[src/rtl/axis_pkt_arbiter.sv]
// Two-source AXI-Stream packet arbiter: one grant per packet (round-robin or
// fixed priority), single registered output stage, per-source packet counters.
module axis_pkt_arbiter #(
    parameter int DATA_WIDTH = 8,
    parameter int CNT_WIDTH  = 16
) (
    input  logic                  clk,
    input  logic                  reset,
    input  logic                  prio_mode,
    input  logic [DATA_WIDTH-1:0] input_tdata_0,
    input  logic                  input_tvalid_0,
    output logic                  input_tready_0,
    input  logic                  input_tlast_0,
    input  logic [DATA_WIDTH-1:0] input_tdata_1,
    input  logic                  input_tvalid_1,
    output logic                  input_tready_1,
    input  logic                  input_tlast_1,
    output logic [DATA_WIDTH-1:0] output_data,
    output logic                  output_valid,
    output logic                  output_last,
    input  logic                  output_ready,
    output logic                  sel,
    output logic                  busy,
    output logic [CNT_WIDTH-1:0]  pkt_count_0,
    output logic [CNT_WIDTH-1:0]  pkt_count_1
);
    typedef enum logic {IDLE, PKT} state_t;

    state_t                r_state;
    logic                  r_sel;
    logic                  r_busy;
    logic                  r_last_grant;
    logic                  r_out_valid;
    logic                  r_out_last;
    logic [DATA_WIDTH-1:0] r_out_data;
    logic [CNT_WIDTH-1:0]  r_cnt0;
    logic [CNT_WIDTH-1:0]  r_cnt1;

    logic                  w_ready;
    logic                  w_tvalid;
    logic                  w_tlast;
    logic [DATA_WIDTH-1:0] w_tdata;
    logic                  w_accept;
    logic                  w_grant;

    // The output register can take a new beat when empty or draining this cycle.
    assign w_ready  = (r_state == PKT) && (!r_out_valid || output_ready);
    assign w_tvalid = r_sel ? input_tvalid_1 : input_tvalid_0;
    assign w_tlast  = r_sel ? input_tlast_1  : input_tlast_0;
    assign w_tdata  = r_sel ? input_tdata_1  : input_tdata_0;
    assign w_accept = w_ready && w_tvalid;

    assign input_tready_0 = w_ready && !r_sel;
    assign input_tready_1 = w_ready &&  r_sel;

    always_comb begin
        w_grant = input_tvalid_1;
        if (input_tvalid_0 && input_tvalid_1)
            w_grant = prio_mode ? 1'b0 : ~r_last_grant;
    end

    always_ff @(posedge clk) begin
        if (reset) begin
            r_state      <= IDLE;
            r_sel        <= 1'b0;
            r_busy       <= 1'b0;
            r_last_grant <= 1'b1;
            r_out_valid  <= 1'b0;
            r_out_last   <= 1'b0;
            r_out_data   <= '0;
            r_cnt0       <= '0;
            r_cnt1       <= '0;
        end else begin
            if (w_accept) begin
                r_out_data  <= w_tdata;
                r_out_last  <= w_tlast;
                r_out_valid <= 1'b1;
            end else if (output_ready) begin
                r_out_valid <= 1'b0;
                r_out_last  <= 1'b0;
            end

            case (r_state)
                IDLE: begin
                    if (input_tvalid_0 || input_tvalid_1) begin
                        r_sel   <= w_grant;
                        r_busy  <= 1'b1;
                        r_state <= PKT;
                    end
                end
                PKT: begin
                    // Grant is held until the tlast beat is taken.
                    if (w_accept && w_tlast) begin
                        r_last_grant <= r_sel;
                        if (r_sel) r_cnt1 <= r_cnt1 + 1'b1;
                        else       r_cnt0 <= r_cnt0 + 1'b1;
                        r_busy  <= 1'b0;
                        r_state <= IDLE;
                    end
                end
                default: r_state <= IDLE;
            endcase
        end
    end

    assign output_data  = r_out_data;
    assign output_valid = r_out_valid;
    assign output_last  = r_out_last;
    assign sel          = r_sel;
    assign busy         = r_busy;
    assign pkt_count_0  = r_cnt0;
    assign pkt_count_1  = r_cnt1;
endmodule

[config.mk]
export PLATFORM = sky130hd
export DESIGN_NAME = axis_pkt_arbiter
export DESIGN_NICKNAME = d
export VERILOG_FILES = /design/src/rtl/axis_pkt_arbiter.sv
export SDC_FILE = /design/constraint.sdc
export NUM_CORES = 1
export LEC_CHECK = 0
export BUFFER_PORTS_ARGS = -buffer_cell sky130_fd_sc_hd__buf_2
export CAP_MARGIN = 20
export CORE_AREA = 3 3 90 92
export DETAILED_ROUTE_END_ITERATION = 6
export DIE_AREA = 0 0 93 95
export PLACE_DENSITY = 0.49
export RECOVER_POWER = 50
export SLEW_MARGIN = 10
export SYNTH_ARGS = -nofsm -noshare
export SYNTH_HDL_FRONTEND = slang
export SYNTH_SLANG_ARGS = --single-unit
[constraint.sdc]
create_clock -name clk -period 2.3 [get_ports clk]
set_input_delay 0.115 -clock clk [delete_from_list [all_inputs] [get_ports clk]]
set_output_delay 0.115 -clock clk [all_outputs]
set_load 0.005 [all_outputs]
After elaboration in Yosys (flattened, before gate mapping)
Index checks and enable logic that the tools add are counted.
Widths: inputs -> output; s select.
{ "op_classes": {"n_addsub": 2, "n_mux": 14, "n_reduce_logical": 16, "n_eq_ne": 2, "bitwise_logic": 3} }
{ "op_table": {"columns": ["operator", "count"], "rows": [
  ["$add 16x1->16 const B", 2],
  ["$mux 1", 11],
  ["$mux 8", 1],
  ["$logic_and 1x1->1", 6],
  ["$reduce_and 2->1", 3],
  ["$reduce_and 3->1", 2],
  ["$pmux 1 s2", 2],
  ["$not 1->1", 3],
  ["$logic_not 1->1", 2],
  ["$logic_or 1x1->1", 2],
  ["$ne 2x1->1 const B", 1],
  ["$ne 2x2->1 const B", 1],
  ["$reduce_bool 2->1", 1]
]} }
{ "totals": {"regBits": 46, "wordCells": 46} }

Logic depth before layout (Yosys ltp)
Gate-level depths: netlist (run 1).
{ "logic_depth": {"word_depth": 7, "ltp_mapped": 7} }

Worst setup path before layout (run 1)
No wires, ideal clock.
{ "synth_path": {"path_type": "register -> register", "start": "register r_cnt0[0], in the netlist pkt_count_0[0]", "end": "register r_cnt0[14], in the netlist pkt_count_0[14]", "arrival_time_ps": 1616, "setup_slack_ps": 613, "setup_ps": 70, "stages_incl_launch_ff": 7, "n_path_buf": 1, "path_cell_list": "dfxtp_1 ha_1 nand4b_1 or2_0 clkbuf_1 or4_1 a21oi_1"} }
{ "synth_via": {"elab_chain_cells": 1} }
{ "synth_lines": {"columns": ["element", "line", "text"], "rows": [
  ["start, declared", "36", "logic [CNT_WIDTH-1:0] r_cnt0;"],
  ["start signal, assigned", "96", "else r_cnt0 <= r_cnt0 + 1'b1;"],
  ["$add 16x1->16", "96", null]
]} }
Every way passes these cells.
A chain may end at the register's enable or synchronous reset.

Final worst setup path (run 1)
{ "layout_path": {"start": "register r_out_valid, in the netlist output_valid", "end": "register r_cnt0[12], in the netlist pkt_count_0[12]"} }
{ "layout_via": {"elab_chain_cells": 6} }
{ "layout_lines": {"columns": ["element", "line", "text"], "rows": [
  ["start, declared", "33", "logic r_out_valid;"],
  ["start signal, assigned", "68", "r_out_valid <= 1'b0;"],
  ["start signal, assigned", "77", "r_out_valid <= 1'b1;"],
  ["start signal, assigned", "79", "r_out_valid <= 1'b0;"],
  ["$logic_not 1->1", "47", "assign w_ready = (r_state == PKT) && (!r_out_valid || output_ready);"],
  ["$logic_or 1x1->1", "47", null],
  ["$logic_and 1x1->1", "47", null],
  ["$logic_and 1x1->1", "51", "assign w_accept = w_ready && w_tvalid;"],
  ["$logic_and 1x1->1", "93", "if (w_accept && w_tlast) begin"],
  ["$reduce_and 3->1 (no source line)", null, null]
]} }
Every way passes these cells.

==> flow_metrics.py, run 1 <==
metrics = {
    "status": {
        "status": "complete, no violations",
    },
    "cts": {
        "clk-insertion-delay-late_ns": 0.30,
        "tritoncts": "built",
        "numCtsBuffers": 5,
        "clockRootBuffer": "clkbuf_8",
        "postCtsSetupRepairBufs": 0,
        "cts_hold_buf": 0,
        "path_clk_slew_ns": 0.08,
        "cts_buffer_depth": 2,
        "cts-resized-gates": 0,
        "htree_levels": 2,
        "cts_sinks": 46,
    },
    "grt": {
        "antenna_found_initial": 0,
        "busiest_layer": "met2",
        "grt_pass1_vias": 2032,
        "grt.overflow.total": 0,
        "track_usage_pct": 13.0,
        "grt_pass1_wl_mm": 9.30,
        "grt_use_met1_pct": 15.6,
        "grt_max_degree": 36,
        "grt_util_met3_pct": 4.54,
        "use_met2_pct": 22.0,
    },
    "worst_setup_path": {
        "cp.arrival_ns": 2.14,
        "critPathMaxFanout": 17,
        "path_delay_family": "simple AND/OR/NAND/NOR gates",
        "crit_slowest_cell": "mux2_2",
        "critPathBufInv": 1,
        "cpPeakStageDelay_ns": 0.37,
        "crit_required_ns": 2.49,
        "critical_path_class": "reg -> reg",
        "end_kind": "flop",
        "worstPathCellList": "nand2b_1, clkbuf_1, nand3_2, nor4_1, mux2_2",
        "crit_path_start_kind": "flop",
    },
    "die": {
        "rows": 31,
        "dieArea_sq_mm": 0.00884,
        "coreArea_sq_mm": 0.00729,
        "die_h_microns": 95,
        "dieWidth_microns": 93,
        "ios": 70,
        "start_util_pct": 30.1,
    },
    "synthesis": {
        "synthMuxAreaShare_pct": 7.17,
        "synth_top_area_cell": "dfxtp_1",
        "synthArstFlopShare_pct": 0,
        "synthCells": 247,
        "yosysWarnings": 0,
        "synth_top_family_by_area": "simple AND/OR/NAND/NOR gates",
        "ys_top_cells_by_area": "dfxtp_1 42%, a21oi_1 5.5%, o31ai_1 4.8%",
        "ys_seq_area_share_pct": 41.9,
        "yosys.area_share.simple_pct": 27.6,
        "synth-main-ff-cell": "dfxtp_1",
        "synth_xor_xnor_area_share_pct": 2.79,
        "synth_top_area_share_pct": 41.9,
        "synth-adder-area-share_pct": 1.14,
        "synth_area_sq_mm": 0.00220,
        "synth_edf_count": 0,
        "synth_area_per_cell_sq_um": 8.90,
        "syn_nets": 273,
        "synthDistinctLibCells": 42,
        "synth_compound_area_share_pct": 15.1,
        "ys_seq_elements": 46,
    },
    "route": {
        "wl_mm": 5.43,
        "wl_per_cell_microns": 13.1,
        "routed_via_density": 4.94,
        "ant_nets": 0,
        "drt-initial-drc-count": 77,
        "dr.pass1.iters": 4,
        "route.detailed.drc": 0,
        "vias": 2046,
    },
    "cells_and_area": {
        "diodes": 0,
        "n_fill_cell": 803,
        "area_growth_pct": 22.5,
        "final_area_sq_mm": 0.00269,
        "drive_gt1_share_pct": 22.2,
        "nNetsFinal": 340,
        "final_cell_mix": "46 x dfxtp_1, 46 x buf_2, 26 x clkbuf_1",
        "fin_util_pct": 36.9,
    },
    "pwr": {
        "power_density_mw_per_mm2": 552,
        "peakVddDrop_mv": 0.226,
        "p_leak_nw": 0.993,
        "power_mw": 1.49,
    },
    "placement": {
        "place_hpwl_mm": 4.04,
        "place_ws_ns": 0.447,
        "gp_congestion": 0.755,
        "io_buffers": 69,
        "dpl_cell_area_sq_mm": 0.00264,
    },
    "sta": {
        "rsz0062_at_grt": "no",
        "finalHoldViolCount": 0,
        "finalClockSkew_ns": 0.00827,
        "fmax_mhz": 512,
        "finalCritPeriodShare_pct": 84.8,
        "setup_ws_ns": 0.349,
        "final-setup-viol-count": 0,
        "finalSetupTns_ns": 0,
        "maxSlewViolCount": 0,
        "relSlewSlack_pct": 53.3,
        "worst_pin_slew_ns": 0.701,
        "period_minus_slack_ns": 1.95,
    },
    "hold_path": {
        "hold_path.class": "in -> reg",
    },
    "job": {
        "drv_cap": 0,
    },
}
## final cells by class
class	count	area, sq um	area share (%)
clock buffers	7	86.3	3.21
clock inverters	1	5.00	0.186
flip-flops and latches	46	921	34.2
repair buffers	75	354	13.2
well taps	99	124	4.60
inverters	5	18.8	0.697
multi-input cells	181	1180	44.0
## power breakdown
| part | switching, mW | leakage [nW] | internal (mW) |
|---|---|---|---|
| Combinational | 0.0822 | 0.571 | 0.0628 |
| Clock | 0.266 | 0.0482 | 0.243 |
| Sequential | 0.0154 | 0.373 | 0.817 |
| Total | 0.364 | 0.993 | 1.12 |
## cell usage after synthesis (all sizes together) (6+ instances only)
library cell,count
clkbuf,6
o21ai,6
a21oi,24
or3,6
mux2,6
or4,14
nand3,12
dfxtp,46
a211oi,8
nor2,24
o31ai,14
nand4,7
mux2i,9
nand2,10
buf,9
## path summary, 6_finish.rpt
check             slack [ns]                            to                       from  cells after the start
hold / removal          0.09              sel$_SDFFE_PP0P_             input_tvalid_0                      2
setup reg to reg        0.35  pkt_count_0[12]$_SDFFE_PP0P_  output_valid$_SDFFE_PP0P_                      5
setup / recovery        0.35  pkt_count_0[12]$_SDFFE_PP0P_  output_valid$_SDFFE_PP0P_                      5
hold reg to reg         0.48     r_last_grant$_SDFFE_PP1P_  r_last_grant$_SDFFE_PP1P_                      2
## through the flow
step	instances	hold slack [ns]
finish	414	0.0935
global route	414	0.0885
CTS	414	0.0715
detailed placement	406	0.396
global placement	406	0.402
floorplan	247	0.231
## cells by family (layout without fill, tap and decap cells)
| group | count (synthesis) | in the layout |
|---|---|---|
| and+or+nand+nor | 103 | 103 |
| AOI/OAI and AO/OA | 54 | 54 |
| DFF | 46 | 46 |
| buffers and inverters | 20 | 88 |
| muxes | 15 | 15 |
| xor gates and xnor gates | 7 | 7 |
| adders and majority gates | 2 | 2 |
## worst register-to-register path: stages, from the launching register on
cell,delay (ns)
dfxtp_1,0.32
nand2b_1,0.21
clkbuf_1,0.29
nand3_2,0.32
nor4_1,0.35
mux2_2,0.37
## per-layer routing
layer / routed length, microns / part of all wire, % / vias up
li1: - / - / 1055
met1: 2510 / 46 / 927
met2: 2480 / 46 / 57
met3: 376 / 6.9 / 7
met4: 65 / 1.2 / 0
met5: 0 / 0 / -
(Power assumes the default switching activity.)
==> run 2: changes to the inputs <==
==> constraint.sdc (replaced) <==
create_clock -name clk -period 1.8 [get_ports clk]
set_input_delay 0.09 -clock clk [delete_from_list [all_inputs] [get_ports clk]]
set_output_delay 0.09 -clock clk [all_outputs]
set_load 0.005 [all_outputs]
==> run 2 against run 1 <==
Effect of this change:
- critical path depth stayed put
- sequential share of layout area down 1.8 points
- via count grew 2.3%
- largest cell class unchanged
- final area rose by 5.7%
- largest power group unchanged
- clock skew decreased by 0.0016 ns
- first-iteration DRC count grew 6.5%
- critical path type unchanged
- sequential power increased by 27%
==> flow_metrics.py, run 2 (synthesis results as in run 1) <==
metrics = {
    "status": {
        "status": "complete, no violations",
    },
    "sta": {
        "finalHoldViolCount": 0,
        "fmax_mhz": 599,
        "finalSetupTns_ns": 0,
        "finalClockSkew_ns": 0.00668,
        "final-setup-viol-count": 0,
        "setup_ws_ns": 0.131,
        "rsz0062_at_grt": "no",
        "relSlewSlack_pct": 64.2,
        "period_minus_slack_ns": 1.67,
        "finalCritPeriodShare_pct": 92.7,
        "maxSlewViolCount": 0,
        "worst_pin_slew_ns": 0.537,
    },
    "cts": {
        "htree_levels": 2,
        "tritoncts": "built",
        "cts_sinks": 46,
        "numCtsBuffers": 5,
        "clk-insertion-delay-late_ns": 0.29,
        "clockRootBuffer": "clkbuf_8",
        "path_clk_slew_ns": 0.08,
        "cts_buffer_depth": 2,
    },
    "worst_setup_path": {
        "worstPathCellList": "ha_1, and4_1, nand2_1, or4_1, a21oi_1",
        "critical_path.startpoint": "pkt_count_1[0]$_SDFFE_PP0P_",
        "crit_required_ns": 2.02,
        "worstReg2RegStart": "pkt_count_1[0]$_SDFFE_PP0P_",
        "crit_path_start_kind": "flop",
        "end_kind": "flop",
        "cp.arrival_ns": 1.89,
        "crit_slowest_cell": "or4_1",
        "critPathMaxFanout": 6,
        "cpPeakStageDelay_ns": 0.48,
        "critical_path_class": "reg -> reg",
    },
    "die": {
        "coreArea_sq_mm": 0.00729,
        "ios": 70,
        "die_h_microns": 95,
        "start_util_pct": 30.1,
        "dieArea_sq_mm": 0.00884,
        "dieWidth_microns": 93,
        "rows": 31,
    },
    "cells_and_area": {
        "multi_input_area_sq_mm": 0.00121,
        "nNetsFinal": 362,
        "n_fill_cell": 815,
        "drive_gt1_share_pct": 28.1,
        "diodes": 0,
        "final-seq-area_sq_um": 922,
        "area_growth_pct": 29.5,
        "final_cell_mix": "55 x buf_2, 45 x dfxtp_1, 26 x clkbuf_1",
        "final-instance-count-excl-fill": 434,
        "mostFrequentLayoutCell": "buf_2",
    },
    "placement": {
        "dpl.cell_count": 427,
        "place_ws_ns": -0.0264,
        "gp_congestion": 0.750,
        "io_buffers": 69,
        "place_hpwl_mm": 4.33,
    },
    "route": {
        "wl_mm": 5.55,
        "dr.pass1.iters": 4,
        "routed_via_density": 4.82,
        "route.detailed.drc": 0,
        "wl_met2_mm": 2.55,
        "vias": 2093,
        "wl_per_cell_microns": 12.8,
        "dr_wl_met3_microns": 381,
        "ant_nets": 0,
        "drt-initial-drc-count": 82,
        "highest_layer": "met4",
        "met1_length_mm": 2.58,
    },
    "hold_path": {
        "hold_path.class": "in -> reg",
        "hold_start": "input_tvalid_0",
    },
    "grt": {
        "grt_pass1_wl_mm": 9.05,
        "track_usage_pct": 12.8,
        "antenna_found_initial": 0,
        "grt_pass1_vias": 1984,
        "grt_max_degree": 22,
        "grt.overflow.total": 0,
    },
    "pwr": {
        "p_leak_nw": 1.10,
        "power_density_mw_per_mm2": 663,
        "peakVddDrop_mv": 0.321,
    },
    "job": {
        "drv_cap": 0,
    },
}
==> run 2: changes by cell type in the layout (fill, tap and decap cells not counted), sizes merged <==
cell    delta
buf       +21
clkinv     -1
==> run 2: power by group <==
group / switching, mW / internal [mW] / leakage (nW)
sequential: 0.0180 / 1.04 / 0.373
clock: 0.323 / 0.297 / 0.0431
combinational: 0.110 / 0.0955 / 0.678
total: 0.451 / 1.44 / 1.10
==> run 2: cell type report <==
cell class                      count  share of cell area (%)
Clock buffer                        6                    2.90
Inverter                            5                   0.659
Multi-Input combinational cell    181                    42.4
Sequential cell                    46                    32.4
Tap cell                           99                    4.35
Timing Repair Buffer               97                    17.3
==> run 2: critical path, delay by kind of cell (launching register included) <==
family,cells,cell delay [ns]
flops,1,0.39
simple gates,3,0.88
compound gates,1,0.15
fa+ha+maj,1,0.18
==> run 2: metrics by stage <==
stage	hold WS, ns	util (%)	cell area [sq um]	power (mW)
5_1_grt	0.0443	39.0	2850	2.00
2_1_floorplan	0.206	-	2200	1.20
3_5_place_dp	0.359	38.3	2800	1.30
6_report	0.0533	39.0	2850	1.89
3_3_place_gp	0.368	38.3	2800	1.29
4_1_cts	0.0401	39.5	2880	1.93
==> run 2: final timing paths <==
kind | end | slack, ns | cells after the start
setup / recovery | pkt_count_1[10]$_SDFFE_PP0P_ | 0.13 | 5
setup reg to reg | pkt_count_1[10]$_SDFFE_PP0P_ | 0.13 | 5
hold reg to reg | r_last_grant$_SDFFE_PP1P_ | 0.48 | 2
hold / removal | sel$_SDFFE_PP0P_ | 0.05 | 2
==> run 2: routing by layer <==
metal	vias up	track usage, %
met4	0	3.30
met5	-	0
met3	2	4.30
met2	53	21.8
met1	942	15.4
li1	1096	-
==> run 2: timing repair <==
| action | in CTS | in global routing |
|---|---|---|
| cloned | 0 | 0 |
| setup buffers | 0 | 1 |
| pin swaps | 0 | 1 |
| hold buffers | 0 | 0 |
| resized for setup | 1 | 5 |
| setup endpoints to repair | 2 | 5 |
